`src/rtl/wb_debug_master_pkg.sv`:
```
// Shared constants and FSM encoding for the byte-stream Wishbone debug master.
package wb_debug_master_pkg;

  localparam logic [7:0] CMD_WRITE = 8'h57;
  localparam logic [7:0] CMD_READ  = 8'h52;
  localparam logic [7:0] RSP_ACK   = 8'h06;
  localparam logic [7:0] RSP_NAK   = 8'h15;

  typedef enum logic [2:0] {
    ST_IDLE,
    ST_ADDR,
    ST_DATA,
    ST_BUS,
    ST_RESP
  } state_t;

endpackage

```
`src/rtl/wb_debug_master_bytepack.sv`:
```
// 32-bit little-endian byte pack/unpack register with a 2-bit byte index.
// Used to assemble the address and write data, and to serialise read data.
module wb_debug_bytepack (
  input  logic        clk_i,
  input  logic        rst_n,
  input  logic        rewind,     // restart at byte 0, contents kept
  input  logic        wr,         // store wr_byte at the current index, advance
  input  logic [7:0]  wr_byte,
  input  logic        load,       // parallel load, index back to byte 0
  input  logic [31:0] load_word,
  input  logic        adv,        // advance the index without writing
  output logic [31:0] word,
  output logic [1:0]  idx
);

  logic [31:0] word_q;
  logic [1:0]  idx_q;

  // Word and index register; load takes priority over rewind, write, advance.
  always_ff @(posedge clk_i or negedge rst_n) begin
    if (!rst_n) begin
      word_q <= '0;
      idx_q  <= '0;
    end else if (load) begin
      word_q <= load_word;
      idx_q  <= '0;
    end else if (rewind) begin
      idx_q <= '0;
    end else if (wr) begin
      word_q[{idx_q, 3'b000} +: 8] <= wr_byte;
      idx_q                        <= idx_q + 2'd1;
    end else if (adv) begin
      idx_q <= idx_q + 2'd1;
    end
  end

  assign word = word_q;
  assign idx  = idx_q;

endmodule

```
`src/rtl/wb_debug_master.sv`:
```
// Serial-command Wishbone initiator: parses W/R frames from a byte stream,
// runs one classic 32-bit cycle guarded by an ack timeout, returns status/data.
module wb_debug_master
  import wb_debug_master_pkg::*;
#(
  parameter int ACK_TIMEOUT   = 1024,
  parameter int FRAME_TIMEOUT = 100000,
  parameter int CNT_W         = 17
) (
  input  logic        wb_clk_i,
  input  logic        wb_rst_i,
  input  logic [7:0]  rx_dat_i,
  input  logic        rx_vld_i,
  output logic [7:0]  tx_dat_o,
  output logic        tx_vld_o,
  input  logic        tx_rdy_i,
  output logic [31:0] wb_adr_o,
  output logic [31:0] wb_dat_o,
  input  logic [31:0] wb_dat_i,
  output logic        wb_we_o,
  output logic [3:0]  wb_sel_o,
  output logic        wb_stb_o,
  output logic        wb_cyc_o,
  input  logic        wb_ack_i,
  output logic        busy_o,
  output logic        overrun_o
);

  localparam logic [CNT_W-1:0] ACK_LAST   = CNT_W'(ACK_TIMEOUT - 1);
  localparam logic [CNT_W-1:0] FRAME_LAST = CNT_W'(FRAME_TIMEOUT - 1);

  state_t           state_q, state_d;
  logic [CNT_W-1:0] cnt_q, cnt_d;
  logic             we_q, we_d;
  logic [7:0]       status_q, status_d;
  logic             ok_q, ok_d;
  logic             phase_q, phase_d;     // 0: status byte, 1: read-data bytes
  logic             overrun_q, overrun_d;

  logic        frame_rewind, adr_wr, dat_wr, rd_load, rd_adv;
  logic [31:0] adr_word, dat_word, rd_word;
  logic [1:0]  adr_idx, dat_idx, rd_idx;
  logic        in_bus;

  wb_debug_bytepack u_adr (
    .clk_i     (wb_clk_i),
    .rst_n     (wb_rst_i),
    .rewind    (frame_rewind),
    .wr        (adr_wr),
    .wr_byte   (rx_dat_i),
    .load      (1'b0),
    .load_word ('0),
    .adv       (1'b0),
    .word      (adr_word),
    .idx       (adr_idx)
  );

  wb_debug_bytepack u_wdat (
    .clk_i     (wb_clk_i),
    .rst_n     (wb_rst_i),
    .rewind    (frame_rewind),
    .wr        (dat_wr),
    .wr_byte   (rx_dat_i),
    .load      (1'b0),
    .load_word ('0),
    .adv       (1'b0),
    .word      (dat_word),
    .idx       (dat_idx)
  );

  wb_debug_bytepack u_rdat (
    .clk_i     (wb_clk_i),
    .rst_n     (wb_rst_i),
    .rewind    (1'b0),
    .wr        (1'b0),
    .wr_byte   (8'h00),
    .load      (rd_load),
    .load_word (wb_dat_i),
    .adv       (rd_adv),
    .word      (rd_word),
    .idx       (rd_idx)
  );

  // FSM state and control registers.
  always_ff @(posedge wb_clk_i or negedge wb_rst_i) begin
    if (!wb_rst_i) begin
      state_q   <= ST_IDLE;
      cnt_q     <= '0;
      we_q      <= 1'b0;
      status_q  <= '0;
      ok_q      <= 1'b0;
      phase_q   <= 1'b0;
      overrun_q <= 1'b0;
    end else begin
      state_q   <= state_d;
      cnt_q     <= cnt_d;
      we_q      <= we_d;
      status_q  <= status_d;
      ok_q      <= ok_d;
      phase_q   <= phase_d;
      overrun_q <= overrun_d;
    end
  end

  // Next-state, shared timeout counter and pack-register controls.
  always_comb begin
    state_d      = state_q;
    cnt_d        = cnt_q;
    we_d         = we_q;
    status_d     = status_q;
    ok_d         = ok_q;
    phase_d      = phase_q;
    overrun_d    = overrun_q;
    frame_rewind = 1'b0;
    adr_wr       = 1'b0;
    dat_wr       = 1'b0;
    rd_load      = 1'b0;
    rd_adv       = 1'b0;
    unique case (state_q)
      ST_IDLE: begin
        cnt_d = '0;
        if (rx_vld_i && (rx_dat_i == CMD_WRITE || rx_dat_i == CMD_READ)) begin
          we_d         = (rx_dat_i == CMD_WRITE);
          frame_rewind = 1'b1;
          state_d      = ST_ADDR;
        end
      end
      ST_ADDR: begin
        if (rx_vld_i) begin
          adr_wr = 1'b1;
          cnt_d  = '0;
          if (adr_idx == 2'd3) state_d = we_q ? ST_DATA : ST_BUS;
        end else if (cnt_q == FRAME_LAST) begin
          state_d = ST_IDLE;
        end else begin
          cnt_d = cnt_q + 1'b1;
        end
      end
      ST_DATA: begin
        if (rx_vld_i) begin
          dat_wr = 1'b1;
          cnt_d  = '0;
          if (dat_idx == 2'd3) state_d = ST_BUS;
        end else if (cnt_q == FRAME_LAST) begin
          state_d = ST_IDLE;
        end else begin
          cnt_d = cnt_q + 1'b1;
        end
      end
      ST_BUS: begin
        if (rx_vld_i) overrun_d = 1'b1;
        // Ack wins over a timeout expiring in the same cycle.
        if (wb_ack_i) begin
          status_d = RSP_ACK;
          ok_d     = 1'b1;
          rd_load  = !we_q;
          phase_d  = 1'b0;
          state_d  = ST_RESP;
        end else if (cnt_q == ACK_LAST) begin
          status_d = RSP_NAK;
          ok_d     = 1'b0;
          phase_d  = 1'b0;
          state_d  = ST_RESP;
        end else begin
          cnt_d = cnt_q + 1'b1;
        end
      end
      ST_RESP: begin
        cnt_d = '0;
        if (rx_vld_i) overrun_d = 1'b1;
        if (tx_rdy_i) begin
          if (!phase_q) begin
            if (ok_q && !we_q) phase_d = 1'b1;
            else               state_d = ST_IDLE;
          end else begin
            rd_adv = 1'b1;
            if (rd_idx == 2'd3) state_d = ST_IDLE;
          end
        end
      end
      default: state_d = ST_IDLE;
    endcase
  end

  assign in_bus    = (state_q == ST_BUS);
  assign wb_cyc_o  = in_bus;
  assign wb_stb_o  = in_bus;
  assign wb_we_o   = in_bus & we_q;
  assign wb_sel_o  = in_bus ? 4'hF : 4'h0;
  assign wb_adr_o  = adr_word;
  assign wb_dat_o  = dat_word;
  assign tx_vld_o  = (state_q == ST_RESP);
  assign tx_dat_o  = !tx_vld_o ? 8'h00 :
                     phase_q   ? rd_word[{rd_idx, 3'b000} +: 8] : status_q;
  assign busy_o    = (state_q != ST_IDLE);
  assign overrun_o = overrun_q;

endmodule

```
`config.mk`:
```
export PLATFORM = sky130hd
export DESIGN_NAME = wb_debug_master
export DESIGN_NICKNAME = d
export VERILOG_FILES = /design/src/rtl/wb_debug_master_pkg.sv /design/src/rtl/wb_debug_master_bytepack.sv /design/src/rtl/wb_debug_master.sv
export SDC_FILE = /design/constraint.sdc
export NUM_CORES = 1
export LEC_CHECK = 0
export BUFFER_PORTS_ARGS = -buffer_cell sky130_fd_sc_hd__buf_2
export CORE_MARGIN = 2
export CORE_UTILIZATION = 35
export CTS_BUF_LIST = sky130_fd_sc_hd__clkbuf_4 sky130_fd_sc_hd__clkbuf_8
export DETAILED_ROUTE_END_ITERATION = 10
export SETUP_SLACK_MARGIN = 0.5
export SYNTH_ARGS = -nofsm -noshare
export SYNTH_HDL_FRONTEND = slang
export SYNTH_HIERARCHICAL = 1
export SYNTH_SLANG_ARGS = --single-unit
export TNS_END_PERCENT = 10
```
`constraint.sdc`:
```
create_clock -name wb_clk_i -period 3.98 [get_ports wb_clk_i]
set_clock_uncertainty 0.15 [all_clocks]
set_input_delay 0.796 -clock wb_clk_i [delete_from_list [all_inputs] [get_ports wb_clk_i]]
set_output_delay 0.796 -clock wb_clk_i [all_outputs]
set_load 0.005 [all_outputs]
```
==> impl_metrics.env <==
export IMPL_register_area_mm2=0.00320
export IMPL_synthFlopType="dfrtp_1"
export IMPL_cts_setup_buffers=0
export IMPL_ys_seq_area_share_pct=42.2
export IMPL_setup_violations=0
export IMPL_worstSkewPairLatency_ps=450
export IMPL_io_buffers=126
export IMPL_grt_pass1_vias=6047
export IMPL_tightest_slew_ps=790
export IMPL_endpoint="tx_dat_o[1]"
export IMPL_drcViolationCount=0
export IMPL_rsz0062_at_grt="false"
export IMPL_yosys_warnings=6
export IMPL_synth_mux_area_share_pct=7.91
export IMPL_hpwl_um=14200
export IMPL_clk_pin_slew_ps=80
export IMPL_r2r_end="u_rdat/word[26]"
export IMPL_fillers=2098
export IMPL_coreArea_mm2=0.0212
export IMPL_worstPathMaxFanout=15
export IMPL_cpPeakStageDelay_ps=810
export IMPL_dp_cells=1236
export IMPL_synth_edf_count=0
export IMPL_firstDrtPassIters=5
export IMPL_multi_input_area_mm2=0.00433
export IMPL_max_vdd_ir_drop_mv=0.266
export IMPL_die_x_um=151
export IMPL_nNetsFinal=1041
export IMPL_async_reset_ff_share_pct=100
export IMPL_synth_cells=770
export IMPL_rr_startpoint="state_q[0]"
export IMPL_end_kind="output pin"
export IMPL_wire_per_inst_um=16.1
export IMPL_synth_cell_types=76
export IMPL_path_cells="mux4_2 > mux2i_1 > nor2_1 > buf_2"
export IMPL_ctsResizeCount=0
export IMPL_outcome="completed"
export IMPL_yosys_area_share_adder_pct=2.64
export IMPL_ys_seq_elements=128
export IMPL_drt_total_wl_um=20400
export IMPL_reg2reg_slack_ps=1110
export IMPL_dieArea_mm2=0.0229
export IMPL_synth_compound_area_share_pct=20.1
export IMPL_fin_util_pct=43.2
export IMPL_hold_viol=0
export IMPL_synth_xor_area_share_pct=0.577
export IMPL_slowest_stage="dfrtp_1"
export IMPL_worst_slew_margin_rel_pct=47.2
export IMPL_grt_usage_pct=18.3
export IMPL_criticalPathCategory="reg2out"
export IMPL_cellPowerDensity_mw_per_mm2=420
export IMPL_synth_simple_area_share_pct=20.0
export IMPL_startpoint="u_rdat/idx[0]"
export IMPL_io_pins=127
export IMPL_p_leak_nw=4.27
export IMPL_arrival_ps=2240
export IMPL_cts_hold_buf=0
export IMPL_synth_avg_cell_area_um2=9.86
export IMPL_postRouteAntennaNets=0
export IMPL_vias=6392
export IMPL_grt_max_degree=56
export IMPL_gp_congestion=0.782
export IMPL_cp_required_ps=3030
export IMPL_period_minus_slack_ps=3190
export IMPL_grt_overflow=0
export IMPL_synth_area_mm2=0.00760
export IMPL_period_share_pct=80.2
export IMPL_startpoint_type="flop"
export IMPL_timing_setup_tns_ps=0
export IMPL_maxCapViolations=0
export IMPL_cts_tree="built"
export IMPL_cts_buffer_depth=2
export IMPL_stdcell_count=1268
export IMPL_fmax_ghz=0.313
export IMPL_start_util_pct=35.9
export IMPL_first_iter_violations=529
export IMPL_cts_buffers=17
export IMPL_via_per_inst=5.04
export IMPL_cts_root_buf="clkbuf_8"
export IMPL_core_rowCount=53
export IMPL_antenna_found_initial=1
export IMPL_grt_pass1_wl_um=32700
export IMPL_die_h_um=151
export IMPL_clock_sinks=128
export IMPL_synth_top_family_by_area="compound AO/OA/AOI/OAI gates"
export IMPL_drive_gt1_share_pct=23.6
export IMPL_hold_class="in2async"
export IMPL_htree_levels=4
export IMPL_area_delta_synth_final_pct=20.4
export IMPL_report_final_slew_viol_count=0
export IMPL_reg2reg_depth=6
-- cells by family (layout without fill, tap and decap cells) --
kind of cell | Yosys count | in the layout
muxes | 46 | 46
AOI/OAI and AO/OA | 196 | 196
buffers and inverters | 97 | 205
and+or+nand+nor | 281 | 281
DFF | 128 | 128
other | 1 | 116
xor gates and xnor gates | 5 | 5
adders and majority gates | 16 | 16
-- synthesized netlist by cell type, types with 14 or more instances --
master	instances	area share (%)
clkbuf_1	16	0.79
nor3_1	22	1.4
o221ai_1	24	2.8
and2_1	17	1.4
ha_1	16	2.6
nand4_1	14	1.2
a21oi_1	31	2.0
a32oi_1	16	1.8
buf_2	19	1.3
dfrtp_1	128	42
mux2_2	28	4.2
inv_1	38	1.9
o31ai_1	41	4.1
a221o_1	14	1.8
nand2_1	134	6.6
-- worst min path at each step --
stage	from	to	slack [ps]
2_1_floorplan	status_q[2]	status_q[2]	290
3_3_place_gp	overrun_o	overrun_o	300
3_5_place_dp	overrun_o	overrun_o	300
4_1_cts	wb_rst_i	u_wdat/word[12]	210
5_1_grt	wb_rst_i	u_wdat/word[1]	230
6_report	wb_rst_i	u_wdat/word[6]	190
-- per-stage QoR --
stage	setup WS (ps)	total power [mW]	hold slack, ps	area, µm²
5_1_grt	616	4.08	233	9140
6_report	789	3.84	187	9140
2_1_floorplan	956	2.39	288	8020
3_3_place_gp	1010	2.69	298	8740
3_5_place_dp	976	2.71	301	8740
4_1_cts	730	3.87	213	9140
-- where the power goes --
part | internal (mW) | total [mW] | switching, mW
Sequential | 1.49 | 1.66 | 0.170
Combinational | 0.445 | 1.03 | 0.586
Clock | 0.589 | 1.15 | 0.562
-- cell usage in the layout, fill, tap and decap left out, types with 17 or more instances in the layout --
cell type    n
nand2_1    134
dfrtp_1    128
buf_2      125
conb_1     115
o31ai_1     41
inv_1       38
a21oi_1     31
mux2_2      28
o221ai_1    24
nor3_1      22
clkbuf_8    19
and2_1      17
-- sequential cells by signal (all words and copies together), names as in the netlist, 2 cells and up --
| signal | flops |
|---|---|
| status_q | 3 |
| u_rdat/word | 32 |
| u_rdat/idx | 2 |
| state_q | 3 |
| u_adr/idx | 2 |
| u_wdat/word | 32 |
| cnt_q | 17 |
| u_wdat/idx | 2 |
| u_adr/word | 32 |
-- layout make-up --
class | count | area share (%)
inverter | 38 | 1.56
antenna | 1 | 0.0274
clock inverter | 12 | 1.46
sequential | 128 | 35.0
tap | 275 | 3.76
multi-input combinational | 659 | 47.4
timing repair buffer | 136 | 7.88
clock buffer | 19 | 2.86
-- worst max-delay path: cells and delay by family, from the launching register on --
kind          cells  cell delay [ps]
mux               2              770
flops             1              810
simple gates      1               80
buf+inv           1              140
-- routing by layer --
metal | vias up | wire length [µm] | global-route usage [%]
li1 | 3149 | - | -
met1 | 3072 | 9910 | 26.1
met2 | 153 | 9340 | 28.7
met3 | 18 | 942 | 3.61
met4 | 0 | 190 | 4.35
met5 | - | 0 | 0
Note: power is estimated with default switching activity, not from simulation.
